**src/rtl/botao_alterna_led.sv**
```systemverilog
// Push-button front end: synchronizes and debounces the raw button on pino2.
// Each confirmed press toggles the LED on pino13, pulses once and bumps a counter.
module botao_alterna_led #(
  parameter int DEBOUNCE_CICLOS  = 4,
  parameter int LARGURA_CONTADOR = 8
) (
  input  logic                        clk,
  input  logic                        rst,
  input  logic                        pino2,
  output logic                        pino13,
  output logic                        pulso_pressao,
  output logic                        botao_estavel,
  output logic [LARGURA_CONTADOR-1:0] contagem_pressoes
);

  localparam int                          CW      = $clog2(DEBOUNCE_CICLOS + 1);
  localparam logic [CW-1:0]               UM      = CW'(1'b1);
  localparam logic [CW-1:0]               ALVO    = CW'(DEBOUNCE_CICLOS);
  localparam logic [CW-1:0]               ZERO    = {CW{1'b0}};
  localparam logic [LARGURA_CONTADOR-1:0] INC     = LARGURA_CONTADOR'(1'b1);
  localparam logic                        DIRETO  = (DEBOUNCE_CICLOS == 32'sd1);

  typedef enum logic [1:0] {
    SOLTO            = 2'd0,
    CONFIRMA_PRESSAO = 2'd1,
    PRESSIONADO      = 2'd2,
    CONFIRMA_SOLTURA = 2'd3
  } estado_t;

  logic                        r_s1;
  logic                        r_s2;
  estado_t                     r_estado;
  logic [CW-1:0]               r_cnt;
  logic                        r_led;
  logic                        r_pulso;
  logic [LARGURA_CONTADOR-1:0] r_contagem;

  estado_t       w_prox_estado;
  logic [CW-1:0] w_prox_cnt;
  logic [CW-1:0] w_cnt_inc;
  logic          w_pressao;

  assign w_cnt_inc = r_cnt + UM;

  // Debounce FSM: the candidate level must persist for DEBOUNCE_CICLOS samples of r_s2
  always_comb begin
    w_prox_estado = r_estado;
    w_prox_cnt    = r_cnt;
    w_pressao     = 1'b0;
    case (r_estado)
      SOLTO: begin
        if (r_s2) begin
          if (DIRETO) begin
            w_prox_estado = PRESSIONADO;
            w_pressao     = 1'b1;
          end else begin
            w_prox_estado = CONFIRMA_PRESSAO;
            w_prox_cnt    = UM;
          end
        end else begin
          w_prox_estado = SOLTO;
        end
      end
      CONFIRMA_PRESSAO: begin
        if (!r_s2) begin
          w_prox_estado = SOLTO;
        end else if (w_cnt_inc == ALVO) begin
          w_prox_estado = PRESSIONADO;
          w_pressao     = 1'b1;
        end else begin
          w_prox_cnt = w_cnt_inc;
        end
      end
      PRESSIONADO: begin
        if (!r_s2) begin
          if (DIRETO) begin
            w_prox_estado = SOLTO;
          end else begin
            w_prox_estado = CONFIRMA_SOLTURA;
            w_prox_cnt    = UM;
          end
        end else begin
          w_prox_estado = PRESSIONADO;
        end
      end
      CONFIRMA_SOLTURA: begin
        if (r_s2) begin
          w_prox_estado = PRESSIONADO;
        end else if (w_cnt_inc == ALVO) begin
          w_prox_estado = SOLTO;
        end else begin
          w_prox_cnt = w_cnt_inc;
        end
      end
      default: begin
        w_prox_estado = SOLTO;
        w_prox_cnt    = ZERO;
      end
    endcase
  end

  // Synchronizer, FSM state and registered press actions
  always_ff @(posedge clk) begin
    if (rst) begin
      r_s1       <= 1'b0;
      r_s2       <= 1'b0;
      r_estado   <= SOLTO;
      r_cnt      <= ZERO;
      r_led      <= 1'b0;
      r_pulso    <= 1'b0;
      r_contagem <= {LARGURA_CONTADOR{1'b0}};
    end else begin
      r_s1     <= pino2;
      r_s2     <= r_s1;
      r_estado <= w_prox_estado;
      r_cnt    <= w_prox_cnt;
      r_pulso  <= w_pressao;
      if (w_pressao) begin
        r_led      <= ~r_led;
        r_contagem <= r_contagem + INC;
      end else begin
        r_led      <= r_led;
        r_contagem <= r_contagem;
      end
    end
  end

  assign pino13            = r_led;
  assign pulso_pressao     = r_pulso;
  assign contagem_pressoes = r_contagem;
  assign botao_estavel     = (r_estado == PRESSIONADO) || (r_estado == CONFIRMA_SOLTURA);

endmodule

```
**config.mk**
```make
export PLATFORM = sky130hd
export DESIGN_NAME = botao_alterna_led
export DESIGN_NICKNAME = d
export VERILOG_FILES = /design/src/rtl/botao_alterna_led.sv
export SDC_FILE = /design/constraint.sdc
export NUM_CORES = 1
export LEC_CHECK = 0
export ABC_AREA = 1
export BUFFER_PORTS_ARGS = -buffer_cell sky130_fd_sc_hd__buf_2
export CAP_MARGIN = 20
export CORE_ASPECT_RATIO = 1.2
export CORE_UTILIZATION = 52
export CTS_CLUSTER_SIZE = 12
export DETAILED_ROUTE_END_ITERATION = 10
export HOLD_SLACK_MARGIN = 0.06
export PLACE_DENSITY = 0.74
export SLEW_MARGIN = 20
export SYNTH_ARGS = -nofsm -noshare
export SYNTH_HDL_FRONTEND = slang
export SYNTH_SLANG_ARGS = --single-unit
```
**constraint.sdc**
```tcl
create_clock -name clk -period 1.6 [get_ports clk]
set_input_delay 0.16 -clock clk [delete_from_list [all_inputs] [get_ports clk]]
set_output_delay 0.16 -clock clk [all_outputs]
set_load 0.005 [all_outputs]
```
# Word level (Yosys, flattened, before mapping)
# Cells that the tools add are included.
[word_totals]
regBits = 17
input_bits = 3
out_inout_bits = 11
wordCells = 40
[op_classes]
add_sub_neg = 2
eq_ne = 10
muxes = 16
bitwise_logic = 1
reduce_logical = 4
[ops]
columns = ["operator", "n"]
rows = [
  ["$mux 3", 5],
  ["$pmux 3 s4", 1],
  ["$add 8x1->8 const B", 1],
  ["$mux 2", 4],
  ["$ne 2x2->1 const B", 4],
  ["$pmux 2 s4", 1],
  ["$ne 3x3->1 const B", 2],
  ["$mux 1", 5],
  ["$eq 2x2->1 const B", 2],
  ["$reduce_and 4->1", 1],
  ["$add 3x1->3 const B", 1],
  ["$eq 3x3->1 const B", 1],
  ["$eq 2x1->1 const B", 1],
  ["$logic_not 2->1", 1],
  ["$reduce_and 2->1", 1],
  ["$logic_or 1x1->1", 1],
  ["$not 1->1", 1],
]

# Logic depth before layout (Yosys ltp)
[logic_depth]
word_depth = 5
depth_mapped = 9
mapped_depth_nobuf = 8

# Worst setup path after synthesis
# No wires, ideal clock.
[synth_path]
kind = "flip-flop to flip-flop"
from = "reg r_cnt[0]"
to = "reg r_contagem[1], in the netlist contagem_pressoes[1]"
setup_time_ps = 116
arrival_time_ps = 1135
required_ps = 1484
slack_ps = 349
path_stages_with_launch = 8
path_buffers = 0
period_less_slack_ps = 1251
cell_sequence = "dfxtp_1 > ha_1 > nand2_1 > nand2_1 > nor2_4 > nand2_1 > o21ai_0 > nor2_1"
[synth_between]
elab_chain_len = 5
[synth_lines]
columns = ["element", "line", "rtl"]
rows = [
  ["from (decl)", "33", "logic [CW-1:0] r_cnt;"],
  ["from (signal assigned)", "116", "r_cnt <= w_prox_cnt;"],
  ["$add 3x1->3", "43", "assign w_cnt_inc = r_cnt + UM;"],
  ["$eq 3x3->1", "67", "end else if (w_cnt_inc == ALVO) begin"],
  ["$mux 1", "67", ""],
  ["$mux 1", "65", "if (!r_s2) begin"],
  ["$mux 1", "50", "case (r_estado)"],
  ["to (signal assigned)", "111", "r_contagem <= {LARGURA_CONTADOR{1'b0}};"],
  ["to (signal assigned)", "120", "r_contagem <= r_contagem + INC;"],
  ["to (signal assigned)", "123", "r_contagem <= r_contagem;"],
  ["to (decl)", "36", "logic [LARGURA_CONTADOR-1:0] r_contagem;"],
]
# Every way passes these cells.
# A chain may end at the register's enable or synchronous reset.

# Worst setup path after layout
# Ends and elaborated chain as after synthesis.

==> impl_metrics.csv <==
group,metric,value,unit
cts,clk_pin_slew,0.10,ns
worst_setup_path,required,1.79,ns
global_routing,antenna_found_initial,0,
worst_setup_path,ff2ff_path_depth,7,
logic_synthesis,yosysSeqAreaShare,0.415,
global_routing,grt_start_max_net_pins,12,
worst_setup_path,cp_cell_sequence,"ha_1 -> nand2_1 -> nand2_1 -> nor2_4 -> nand2_1 -> o21ai_0 -> nor2_1",
final_layout,area_growth,11.9,%
hold_path,hp-class,"primary input to register",
logic_synthesis,syn_area,820,sq um
hold_path,hold_depth,3,
global_routing,grt_pass1_vias,603,
cts,numCtsBuffers,3,
worst_setup_path,crit_fanout,5,
sta,hold_viol_final,0,
sta,fmax,701,MHz
placement,place.gp.congestion,0.675,
placement,place_area,886,sq um
route,viasPerCell,4.91,
sta,maxSlewHeadroom,0.835,
cts,clock_sinks,17,
pwr,comb_power_share,0.046,
route,vias,712,
cts,cts_root_buf,"clkbuf_4",
route,drt-total-wl,1440,um
die,die_h,45.5,um
global_routing,grt_pass1_wl,2330,um
pwr,powerDensity,753,nW/um^2
die,coreArea,1450,sq um
pwr,p_sw,153,uW
cts,cts_setup_buffers,0,
sta,finalSetupViolCount,0,
sta,fin_worst_skew,0.00665,ns
pwr,total_leakage_power,0.411,nW
pwr,swShare,0.221,
sta,tightest_slew,0.246,ns
worst_setup_path,rrSetupSlack,0.17,ns
worst_setup_path,cpLargestDelayFamily,"simple AND/OR/NAND/NOR gates",
sta,worst_hold_slack,0.0747,ns
status,outcome,"complete, no violations",
pwr,p_int,538,uW
route,drtIter0Drc,9,
worst_setup_path,max_stage_delay,0.35,ns
die,die_w,38.2,um
worst_setup_path,critPathBufInv,0,
sta,rsz0062_at_grt,"false",
cts,htreeDepth,1,
cts,clkLatencyLatePin,0.29,ns
worst_setup_path,cp_slowest_cell,"dfxtp_1",
logic_synthesis,ys_warn_count,0,
flow_run,cap_violations,0,
placement,port_buffers,13,
final_layout,layout_common_cells,"nand2_1 (31), nor2_1 (22), dfxtp_1 (17), buf_2 (13), nand3_1 (9)",
global_routing,grt_usage,0.191,
route,wl_per_cell,9.96,um
pwr,pwr-share-clk,0.324,
hold_path,min_from,"pino2",
placement,hpwlAfterDp,1070,um
final_layout,layout_commonest_cell,"nand2_1",
logic_synthesis,yosys_register_bits,17,
worst_setup_path,r2r_end,"contagem_pressoes[1]",
die,initial_core_util,0.567,
cts,cts_buffer_depth,2,
sta,slew_viol_final,0,
die,rows,15,
pwr,power_frac_seq,0.630,
logic_synthesis,yosysUniqueCellTypes,21,
route,drc,0,
worst_setup_path,start_kind,"register",
pwr,ir_drop,0.000553,V
route,final_antenna_net_count,0,
final_layout,layout-drive-gt1-share,0.203,
worst_setup_path,crit_path_frequent_cell,"nand2_1",
cts,cts_tree,"built",
global_routing,globalRouteOverflowTotal,0,
sta,finalSetupTns,0,ns
final_layout,final_cell_area,917,sq um
hold_path,worstHoldEndpoint,"r_s1",
logic_synthesis,synth_nets,120,
worst_setup_path,r2r_start,"r_cnt[0]",
logic_synthesis,synth_cells,114,
logic_synthesis,synth.avg_cell_area,7.19,sq um
die,io_pins,14,
worst_setup_path,arrival,1.62,ns
sta,fin_crit,1.43,ns
route,firstDrtPassIters,4,
final_layout,antenna_cells,0,
worst_setup_path,path_class,"register to register",
die,die_area,1740,sq um
worst_setup_path,endpoint_kind,"register",
sta,timing.final.crit_share,0.892,
final_layout,finalNetCount,135,
## power groups by stage
stage / Sequential (mW) / Combinational, mW / Clock, mW
2_1_floorplan: 0.444 / 0.0257 / 0
3_3_place_gp: 0.445 / 0.0309 / 0
3_5_place_dp: 0.445 / 0.0318 / 0
4_1_cts: 0.436 / 0.0320 / 0.231
5_1_grt: 0.437 / 0.0373 / 0.248
6_report: 0.435 / 0.0316 / 0.224
## synth_stat cells (all sizes together)
cell	instances	area (sq um)
a21oi	7	46.3
dfxtp	17	340
nand3	11	65.1
clkinv	1	3.75
xnor2	2	17.5
buf	2	16.3
xor2	1	8.76
nor2	24	100
ha	3	37.5
o21ai	1	5.00
nand4	2	12.5
nand2	33	129
clkbuf	1	3.75
inv	9	33.8
## layout make-up
class | count | area (sq um)
fill | 134 | 528
multi-input combinational | 84 | 427
sequential | 17 | 340
timing repair buffer | 13 | 65.1
inverter | 10 | 37.5
clock buffer | 4 | 26.3
tap | 17 | 21.3
## metrics by stage
| stage | setup slack [ns] | util | cells | power (mW) |
|---|---|---|---|---|
| 3_3_place_gp | 0.185 | 0.613 | 141 | 0.476 |
| 6_report | 0.173 | 0.635 | 145 | 0.691 |
| 3_5_place_dp | 0.119 | 0.613 | 141 | 0.477 |
| 2_1_floorplan | 0.349 | - | 114 | 0.470 |
| 4_1_cts | 0.0930 | 0.631 | 145 | 0.699 |
| 5_1_grt | 0.0647 | 0.635 | 145 | 0.722 |
## sequential cells by signal, indices dropped and copies added (netlist names), named ones only
register	count
contagem_pressoes	8
pino13	1
pulso_pressao	1
r_cnt	3
r_estado	1
r_s1	1
r_s2	1
## worst reg2reg max path, cell delays in order (launching register included)
cell	delay, ns
dfxtp_1	0.35
ha_1	0.24
nand2_1	0.13
nand2_1	0.10
nor2_4	0.14
nand2_1	0.14
o21ai_0	0.18
nor2_1	0.06
## repair_timing
item | 4_1_cts | 5_1_grt
endpoints found under the hold margin | 0 | 0
endpoints found under the setup margin | 0 | 4
gates resized for setup | 0 | 1
hold buffers | 0 | 0
## worst max path at each step
stage / startpoint / endpoint / slack, ns / cells after the start
3_3_place_gp: r_cnt[0] / contagem_pressoes[5] / 0.19 / 6
3_5_place_dp: r_cnt[0] / contagem_pressoes[5] / 0.12 / 8
4_1_cts: r_cnt[0] / contagem_pressoes[5] / 0.09 / 8
6_report: r_cnt[0] / contagem_pressoes[1] / 0.17 / 7
2_1_floorplan: r_cnt[0] / contagem_pressoes[1] / 0.35 / 7
5_1_grt: r_cnt[0] / contagem_pressoes[1] / 0.06 / 7
## cell families after synthesis
kind of cell	share of synthesized area
AND/OR/NAND/NOR	0.374
adder cells (fa/ha/maj)	0.0458
buffers and inverters	0.0702
XOR/XNOR	0.0321
flip-flops	0.415
AO/OA/AOI/OAI	0.0626
## metal layers
metal	up-vias	GRT usage	wire length [um]
met4	0	0.107	27
met3	4	0.0441	32
met2	10	0.312	687
li1	384	-	-
met1	314	0.226	696
met5	-	0	0
Note: power is estimated with default switching activity, not from simulation.
